<file path="src/rtl/cost_window_selector_if.sv">
// Sample/result bundle for cost_window_selector: one sample in per valid cycle,
// one selected account out per full-window acceptance.
interface cost_window_selector_if #(
    parameter int DSIZE = 8,
    parameter int CNT_W = 12
);
    logic             in_valid;
    logic [DSIZE-1:0] in_account;
    logic [DSIZE-1:0] in_A;
    logic [DSIZE-1:0] in_T;
    logic             flush;
    logic             out_valid;
    logic [DSIZE-1:0] out_account;
    logic [CNT_W-1:0] out_cnt;

    modport master (
        output in_valid, in_account, in_A, in_T, flush,
        input  out_valid, out_account, out_cnt
    );

    modport slave (
        input  in_valid, in_account, in_A, in_T, flush,
        output out_valid, out_account, out_cnt
    );
endinterface

</file>
<file path="src/rtl/cost_window_selector.sv">
// Sliding 5-sample window of (account, A*T); emits the account with minimum cost,
// newest sample winning ties, one cycle after each acceptance that leaves the window full.
module cost_window_selector #(
    parameter int DSIZE = 8,
    parameter int CNT_W = 12
) (
    input  logic                   clk2,
    input  logic                   rst,
    cost_window_selector_if.slave  bus
);
    localparam int COST_W = 2 * DSIZE;
    localparam int DEPTH  = 5;

    typedef logic [DSIZE-1:0]  acct_t;
    typedef logic [COST_W-1:0] cost_t;

    function automatic cost_t calc_cost(input acct_t a, input acct_t t);
        return cost_t'(a) * cost_t'(t);
    endfunction

    // Window storage, index 0 oldest .. DEPTH-1 newest
    acct_t win_acct_q [DEPTH];
    acct_t win_acct_d [DEPTH];
    cost_t win_cost_q [DEPTH];
    cost_t win_cost_d [DEPTH];

    logic [2:0]       fill_q, fill_d;
    logic             vld_p0_q, vld_p0_d;
    logic             out_valid_q, out_valid_d;
    acct_t            out_account_q, out_account_d;
    logic [CNT_W-1:0] out_cnt_q, out_cnt_d;

    logic  accept;
    acct_t sel_acct;
    cost_t sel_cost;

    assign accept = bus.in_valid && !bus.flush;

    // Stage p0: shift the sample in and track fill
    always_comb begin
        for (int i = 0; i < DEPTH; i++) begin
            win_acct_d[i] = win_acct_q[i];
            win_cost_d[i] = win_cost_q[i];
        end
        fill_d   = fill_q;
        vld_p0_d = 1'b0;
        if (bus.flush) begin
            fill_d = 3'd0;
        end else if (bus.in_valid) begin
            for (int i = 0; i < DEPTH - 1; i++) begin
                win_acct_d[i] = win_acct_q[i+1];
                win_cost_d[i] = win_cost_q[i+1];
            end
            win_acct_d[DEPTH-1] = bus.in_account;
            win_cost_d[DEPTH-1] = calc_cost(bus.in_A, bus.in_T);
            if (fill_q != 3'd5) begin
                fill_d = fill_q + 3'd1;
            end
            vld_p0_d = (fill_q >= 3'd4);
        end
    end

    // Oldest-to-newest scan with <= lets the newest tied entry win
    always_comb begin
        sel_acct = win_acct_q[0];
        sel_cost = win_cost_q[0];
        for (int i = 1; i < DEPTH; i++) begin
            if (win_cost_q[i] <= sel_cost) begin
                sel_acct = win_acct_q[i];
                sel_cost = win_cost_q[i];
            end
        end
    end

    // Stage p1: register the selected account and count results
    always_comb begin
        out_valid_d   = vld_p0_q;
        out_account_d = vld_p0_q ? sel_acct : out_account_q;
        out_cnt_d     = out_cnt_q + CNT_W'(vld_p0_q);
    end

    always_ff @(posedge clk2) begin
        if (accept) begin
            for (int i = 0; i < DEPTH; i++) begin
                win_acct_q[i] <= win_acct_d[i];
                win_cost_q[i] <= win_cost_d[i];
            end
        end
    end

    always_ff @(posedge clk2 or posedge rst) begin
        if (rst) begin
            fill_q        <= 3'd0;
            vld_p0_q      <= 1'b0;
            out_valid_q   <= 1'b0;
            out_account_q <= '0;
            out_cnt_q     <= '0;
        end else begin
            fill_q        <= fill_d;
            vld_p0_q      <= vld_p0_d;
            out_valid_q   <= out_valid_d;
            out_account_q <= out_account_d;
            out_cnt_q     <= out_cnt_d;
        end
    end

    assign bus.out_valid   = out_valid_q;
    assign bus.out_account = out_account_q;
    assign bus.out_cnt     = out_cnt_q;
endmodule

</file>
<file path="src/flat_wrapper.sv">
// flat-port wrapper written by rule: the top's interface ports become plain ports
module cost_window_selector_flat 
#(
    parameter int DSIZE = 8,
    parameter int CNT_W = 12
)
  (clk2, rst, bus_in_valid, bus_in_account, bus_in_A, bus_in_T, bus_flush, bus_out_valid, bus_out_account, bus_out_cnt);
  cost_window_selector_if #(.DSIZE(DSIZE), .CNT_W(CNT_W)) bus_i ();
  input  logic clk2;
  input  logic rst;
  input wire logic [$bits(bus_i.in_valid)-1:0] bus_in_valid;
  input wire logic [$bits(bus_i.in_account)-1:0] bus_in_account;
  input wire logic [$bits(bus_i.in_A)-1:0] bus_in_A;
  input wire logic [$bits(bus_i.in_T)-1:0] bus_in_T;
  input wire logic [$bits(bus_i.flush)-1:0] bus_flush;
  output wire logic [$bits(bus_i.out_valid)-1:0] bus_out_valid;
  output wire logic [$bits(bus_i.out_account)-1:0] bus_out_account;
  output wire logic [$bits(bus_i.out_cnt)-1:0] bus_out_cnt;
  assign bus_i.in_valid = bus_in_valid;
  assign bus_i.in_account = bus_in_account;
  assign bus_i.in_A = bus_in_A;
  assign bus_i.in_T = bus_in_T;
  assign bus_i.flush = bus_flush;
  assign bus_out_valid = bus_i.out_valid;
  assign bus_out_account = bus_i.out_account;
  assign bus_out_cnt = bus_i.out_cnt;
  cost_window_selector #(.DSIZE(DSIZE), .CNT_W(CNT_W)) u_core (.clk2(clk2), .rst(rst), .bus(bus_i));
endmodule
</file>
<file path="config.mk">
export PLATFORM = sky130hd
export DESIGN_NAME = cost_window_selector_flat
export DESIGN_NICKNAME = d
export VERILOG_FILES = /design/src/rtl/cost_window_selector_if.sv /design/src/rtl/cost_window_selector.sv /design/src/flat_wrapper.sv
export SDC_FILE = /design/constraint.sdc
export NUM_CORES = 1
export LEC_CHECK = 0
export BUFFER_PORTS_ARGS = -buffer_cell sky130_fd_sc_hd__buf_2
export CORE_UTILIZATION = 56
export CTS_CLUSTER_DIAMETER = 200
export DETAILED_ROUTE_END_ITERATION = 6
export GPL_TIMING_DRIVEN = 0
export PLACE_DENSITY = 0.86
export SETUP_SLACK_MARGIN = 0.5
export SLEW_MARGIN = 25
export SYNTH_ARGS = -nofsm -noshare
export SYNTH_HDL_FRONTEND = slang
export SYNTH_SLANG_ARGS = --single-unit
</file>
<file path="constraint.sdc">
create_clock -name clk2 -period 8.55 [get_ports clk2]
set_input_delay 1.71 -clock clk2 [delete_from_list [all_inputs] [get_ports clk2]]
set_output_delay 1.71 -clock clk2 [all_outputs]
set_load 0.02 [all_outputs]
</file>
# Yosys cells after proc, flatten, opt, wreduce, memory -nomap -nowiden
# Memories as Yosys holds them, arrays and structs flattened.
# Index checks and enable logic that the tools add are counted.
# W data, S select, Z words.
# totals
wordCells	39
output_inout_bits	21
mem_count	2
mem_bits_rw	120
register_bits	25
# mem_list
name	words	word_bits	read_ports	rd_ports_with_merged_regs	write_ports	line_no	source
u_core.win_cost_q	5	16	5	0	5	cost_window_selector.sv:24	cost_t win_cost_q [DEPTH];
u_core.win_acct_q	5	8	5	0	5	cost_window_selector.sv:22	acct_t win_acct_q [DEPTH];
# op_classes
n_addsub	2
mux	18
order_cmp	5
n_reduce_logical	5
mul	1
n_eq_ne	1
# ops
cell	count
$mux W80	2
$mux W40	2
$le A16 B16 Y1	4
$mux W16	3
$mux W8	4
$mul A8 B8 Y16	1
$add A12 B1 Y12	1
$mux W3	3
$mux W1	4
$reduce_bool A2 Y1	2
$add A3 B1 Y3 const B	1
$ge A3 B3 Y1 const B	1
$ne A3 B3 Y1 const B	1
$reduce_and A2 Y1	1
$logic_and A1 B1 Y1	1
$logic_not A1 Y1	1

# Logic depth before layout (Yosys ltp)
# depth
ltp_word	8
depth_mapped	47

# Least setup slack after synthesis
# No wires, ideal clock.
# synth_path
path_kind	reg2reg
startpoint	mem u_core.win_cost_q[0][29] (netlist bit)
endpoint	reg u_core.out_account_q[0], in the netlist u_core.bus.out_account[0]
period_less_slack_ns	7.893
setup_ns	0.083
path_slack_ns	0.657
stages_incl_launch_ff	42
required_ns	8.467
t_arrival_ns	7.811
path_cell_list	edfxtp_1 > ha_1 > nand4_2 > nor4_4 > nor3_2 > o31a_1 > nor2_1 > buf_2 > buf_2 > nand2_1 > o21ai_0 > inv_1 > ha_1 > nand2_1 > nor4_2 > nand4_1 > o41ai_1 > o21ai_0 > (+6 left out) > o21a_1 > o21a_1 > o211ai_1 > a21oi_1 > o21ai_0 > a22o_1 > clkbuf_1 > nand2_1 > o21a_1 > ha_1 > nand2_1 > or4_1 > and3_1 > a221o_1 > clkbuf_1 > or2_2 > clkbuf_1 > o22ai_1
# synth_rtl
item	line_no	source
start: declaration	cost_window_selector.sv:24	
end signal: assignment	cost_window_selector.sv:102	out_account_q <= out_account_d;
end: declaration	cost_window_selector.sv:30	acct_t out_account_q, out_account_d;

==> results.sh <==
export IMPL_outcome="finished, violations left"
export IMPL_violations="setup timing"
export IMPL_synth_flop_cell="edfxtp_1"
export IMPL_clockBufferDepth=2
export IMPL_setup_violations=8
export IMPL_route_met2_wl_mm=13.01
export IMPL_synth_fa_ha_area_frac=0.2205
export IMPL_synth_cell_types=59
export IMPL_drt_iter0_drc=715
export IMPL_netlist_area_sq_um=9114
export IMPL_synth_simple_area_share=0.1124
export IMPL_report_final_slew_viol_count=0
export IMPL_cts_tree="done"
export IMPL_gp_congestion=0.8272
export IMPL_p_total_mw=2.679
export IMPL_fin_crit_ps=8671
export IMPL_fin_cells=1134
export IMPL_leakage_nw=5.118
export IMPL_slowest_delay_ps=530
export IMPL_rows=46
export IMPL_htreeDepth=4
export IMPL_core_sq_um=15890
export IMPL_synth_compound_area_share=0.09583
export IMPL_place_area_sq_um=9744
export IMPL_cp_arrival_ps=9020
export IMPL_end_kind="flop"
export IMPL_syn_nets=944
export IMPL_drc=0
export IMPL_fin_crit_sh=1.014
export IMPL_start_kind="flop"
export IMPL_crit_family="simple AND/OR/NAND/NOR gates"
export IMPL_fin_skew_ps=13.81
export IMPL_top_layer="met4"
export IMPL_vias_per_cell=6.144
export IMPL_clkLatencyLatePin_ps=430
export IMPL_via_count=6967
export IMPL_path_class="flop to flop"
export IMPL_syn_inst=777
export IMPL_grt_usage=0.2891
export IMPL_diodes=0
export IMPL_nets=1072
export IMPL_layout_common_cells="edfxtp_1, ha_1, inv_1, nand2_1, buf_4"
export IMPL_power_density_nw_per_um2=227.9
export IMPL_rsz0062_at_grt="yes"
export IMPL_grt_overflow=0
export IMPL_crit_fanout=10
export IMPL_cts_sinks=145
export IMPL_post_dp_hpwl_mm=13.52
export IMPL_ys_seq_area_frac=0.4640
export IMPL_slowest_stage="or4_4"
export IMPL_clock_root_buffer="clkbuf_16"
export IMPL_max_freq_mhz=115.3
export IMPL_synth_xor_area_share=0.02114
export IMPL_yosys_warnings=0
export IMPL_ys_ff_latch=145
export IMPL_relSlewSlack=0.3793
export IMPL_cts_inserted_buffers=17
export IMPL_vdd_ir_drop_max_mv=0.1657
export IMPL_maxCapViolations=0
export IMPL_areaGrowthSynthToFinish_pct=28.94
export IMPL_grt_pass1_wl_mm=36.32
export IMPL_synth_edff_count=120
export IMPL_start_util=0.5737
export IMPL_drive_gt1_frac=0.3170
export IMPL_die_w_microns=129.6
export IMPL_whs_ps=445.5
export IMPL_grt_pass1_vias=6879
export IMPL_worstMarginPinSlew_ps=925.3
export IMPL_io_pin_count=49
export IMPL_drtPass1Iterations=5
export IMPL_yosys_area_top_type_share=0.3954
export IMPL_n_fill_cell=927
export IMPL_setup_slack_ps=-121.0
export IMPL_mostFrequentLayoutCell="edfxtp_1"
export IMPL_wl_met1_mm=9.466
export IMPL_worst_path_buf_inv=12
export IMPL_synthMuxAreaShare=0.03940
export IMPL_async_reset_ff_frac=0.1724
export IMPL_die_area_sq_um=16790
export IMPL_dr_wl_met3_mm=1.873
export IMPL_final_cell_area_sq_um=11750
export IMPL_synth_top_family_by_area="adder cells"
export IMPL_die_h_microns=129.6
export IMPL_hold_viol_final=0
export IMPL_grt_antenna_before_repair=0
export IMPL_port_buffers=47
export IMPL_synth_top_area_cell="edfxtp_1"
export IMPL_grt_max_degree=29
export IMPL_dp_cells=1045
export IMPL_cp_data_required_time_ps=8890
export IMPL_postRouteAntennaNets=0
export IMPL_wl_mm=25.79
export IMPL_avgSynthCellArea_sq_um=11.73
export IMPL_wl_per_cell_microns=22.74
export IMPL_hold_path_class="flop to flop"
export IMPL_cts_clk_slew_worst_paths_ps=60
export IMPL_synthTopCellsByArea="edfxtp_1, ha_1, fa_1"
[synth_stat cells, types with 5 or more instances]
cell type	n
a211oi_1	11
a21o_1	9
a21oi_1	31
and2_1	37
and3_1	7
clkbuf_1	9
dfrtp_1	25
edfxtp_1	120
fa_1	36
ha_1	103
inv_1	89
mux2_2	9
mux2i_1	12
mux2i_2	10
nand2_1	83
nand3_1	12
nand4_1	10
nor2_1	22
nor2b_1	16
nor3_1	5
o21a_1	20
o21ai_0	28
o22ai_1	8
xnor2_1	17
xor2_1	5
[per-layer routing]
metal | track usage | vias up
met5 | 0 | -
met1 | 0.3493 | 3398
met2 | 0.4913 | 431
li1 | - | 3014
met4 | 0.1512 | 0
met3 | 0.05698 | 124
[report_power, final]
part	leakage, nW	switching (mW)	internal (mW)	total (mW)
Combinational	3.36	0.542	0.446	0.988
Sequential	1.46	0.0562	0.865	0.921
Clock	0.301	0.303	0.466	0.769
[flip-flops by register name, indices dropped and copies added, names as in the netlist]
| signal | cells |
|---|---|
| u_core.bus.out_cnt | 12 |
| u_core.win_acct_q | 40 |
| u_core.bus.out_valid | 1 |
| u_core.out_valid_d | 1 |
| u_core.fill_q | 3 |
| u_core.win_cost_q | 80 |
| u_core.bus.out_account | 8 |
[cells by family after synthesis]
group | count (synthesis)
and+or+nand+nor | 203
AOI/OAI and AO/OA | 133
xor gates and xnor gates | 22
adders and majority gates | 139
muxes | 31
buffers and inverters | 104
DFF | 145
[layout make-up]
cell class	count	area, sq um	area share
inverters	89	334.1	0.02843
repair buffers	109	857.1	0.07293
well taps	216	270.3	0.02300
clock inverters	4	31.28	0.002662
flip-flops and latches	145	4229	0.3599
clock buffers	28	581.8	0.04951
multi-input cells	528	5249	0.4467
plain buffers	15	198.9	0.01693
[through the flow]
stage	util	setup slack, ps	setup TNS [ps]
floorplan	-	656.7	0
CTS	0.7031	287.1	0
global route	0.7398	-247.1	-1749
detailed placement	0.6134	-1024	-7849
finish	0.7398	-121.0	-810.8
global placement	0.6055	-1117	-138590
[what timing repair did]
action | 4_1_cts | 5_1_grt
setup buffers | 29 | 26
resized for setup | 122 | 78
hold endpoints to repair | 0 | 0
pin swaps | 34 | 34
endpoints found under the setup margin | 8 | 8
hold buffers | 0 | 0
cloned | 2 | 0
[worst paths after layout]
path | start | endpoint | slack, ps | cells past startpoint
min reg2reg | u_core.win_acct_q[0][15] | u_core.win_acct_q[0][7] | 450 | 0
max | u_core.win_cost_q[0][7] | u_core.bus.out_account[3] | -120 | 44
max reg2reg | u_core.win_cost_q[0][7] | u_core.bus.out_account[3] | -120 | 44
max in group asynchronous | rst | u_core.fill_q[2] | 6740 | 2
min in group asynchronous | rst | u_core.bus.out_account[5] | 1380 | 2
min | u_core.win_acct_q[0][15] | u_core.win_acct_q[0][7] | 450 | 0
No activity file was read; power rests on OpenSTA's default activity.
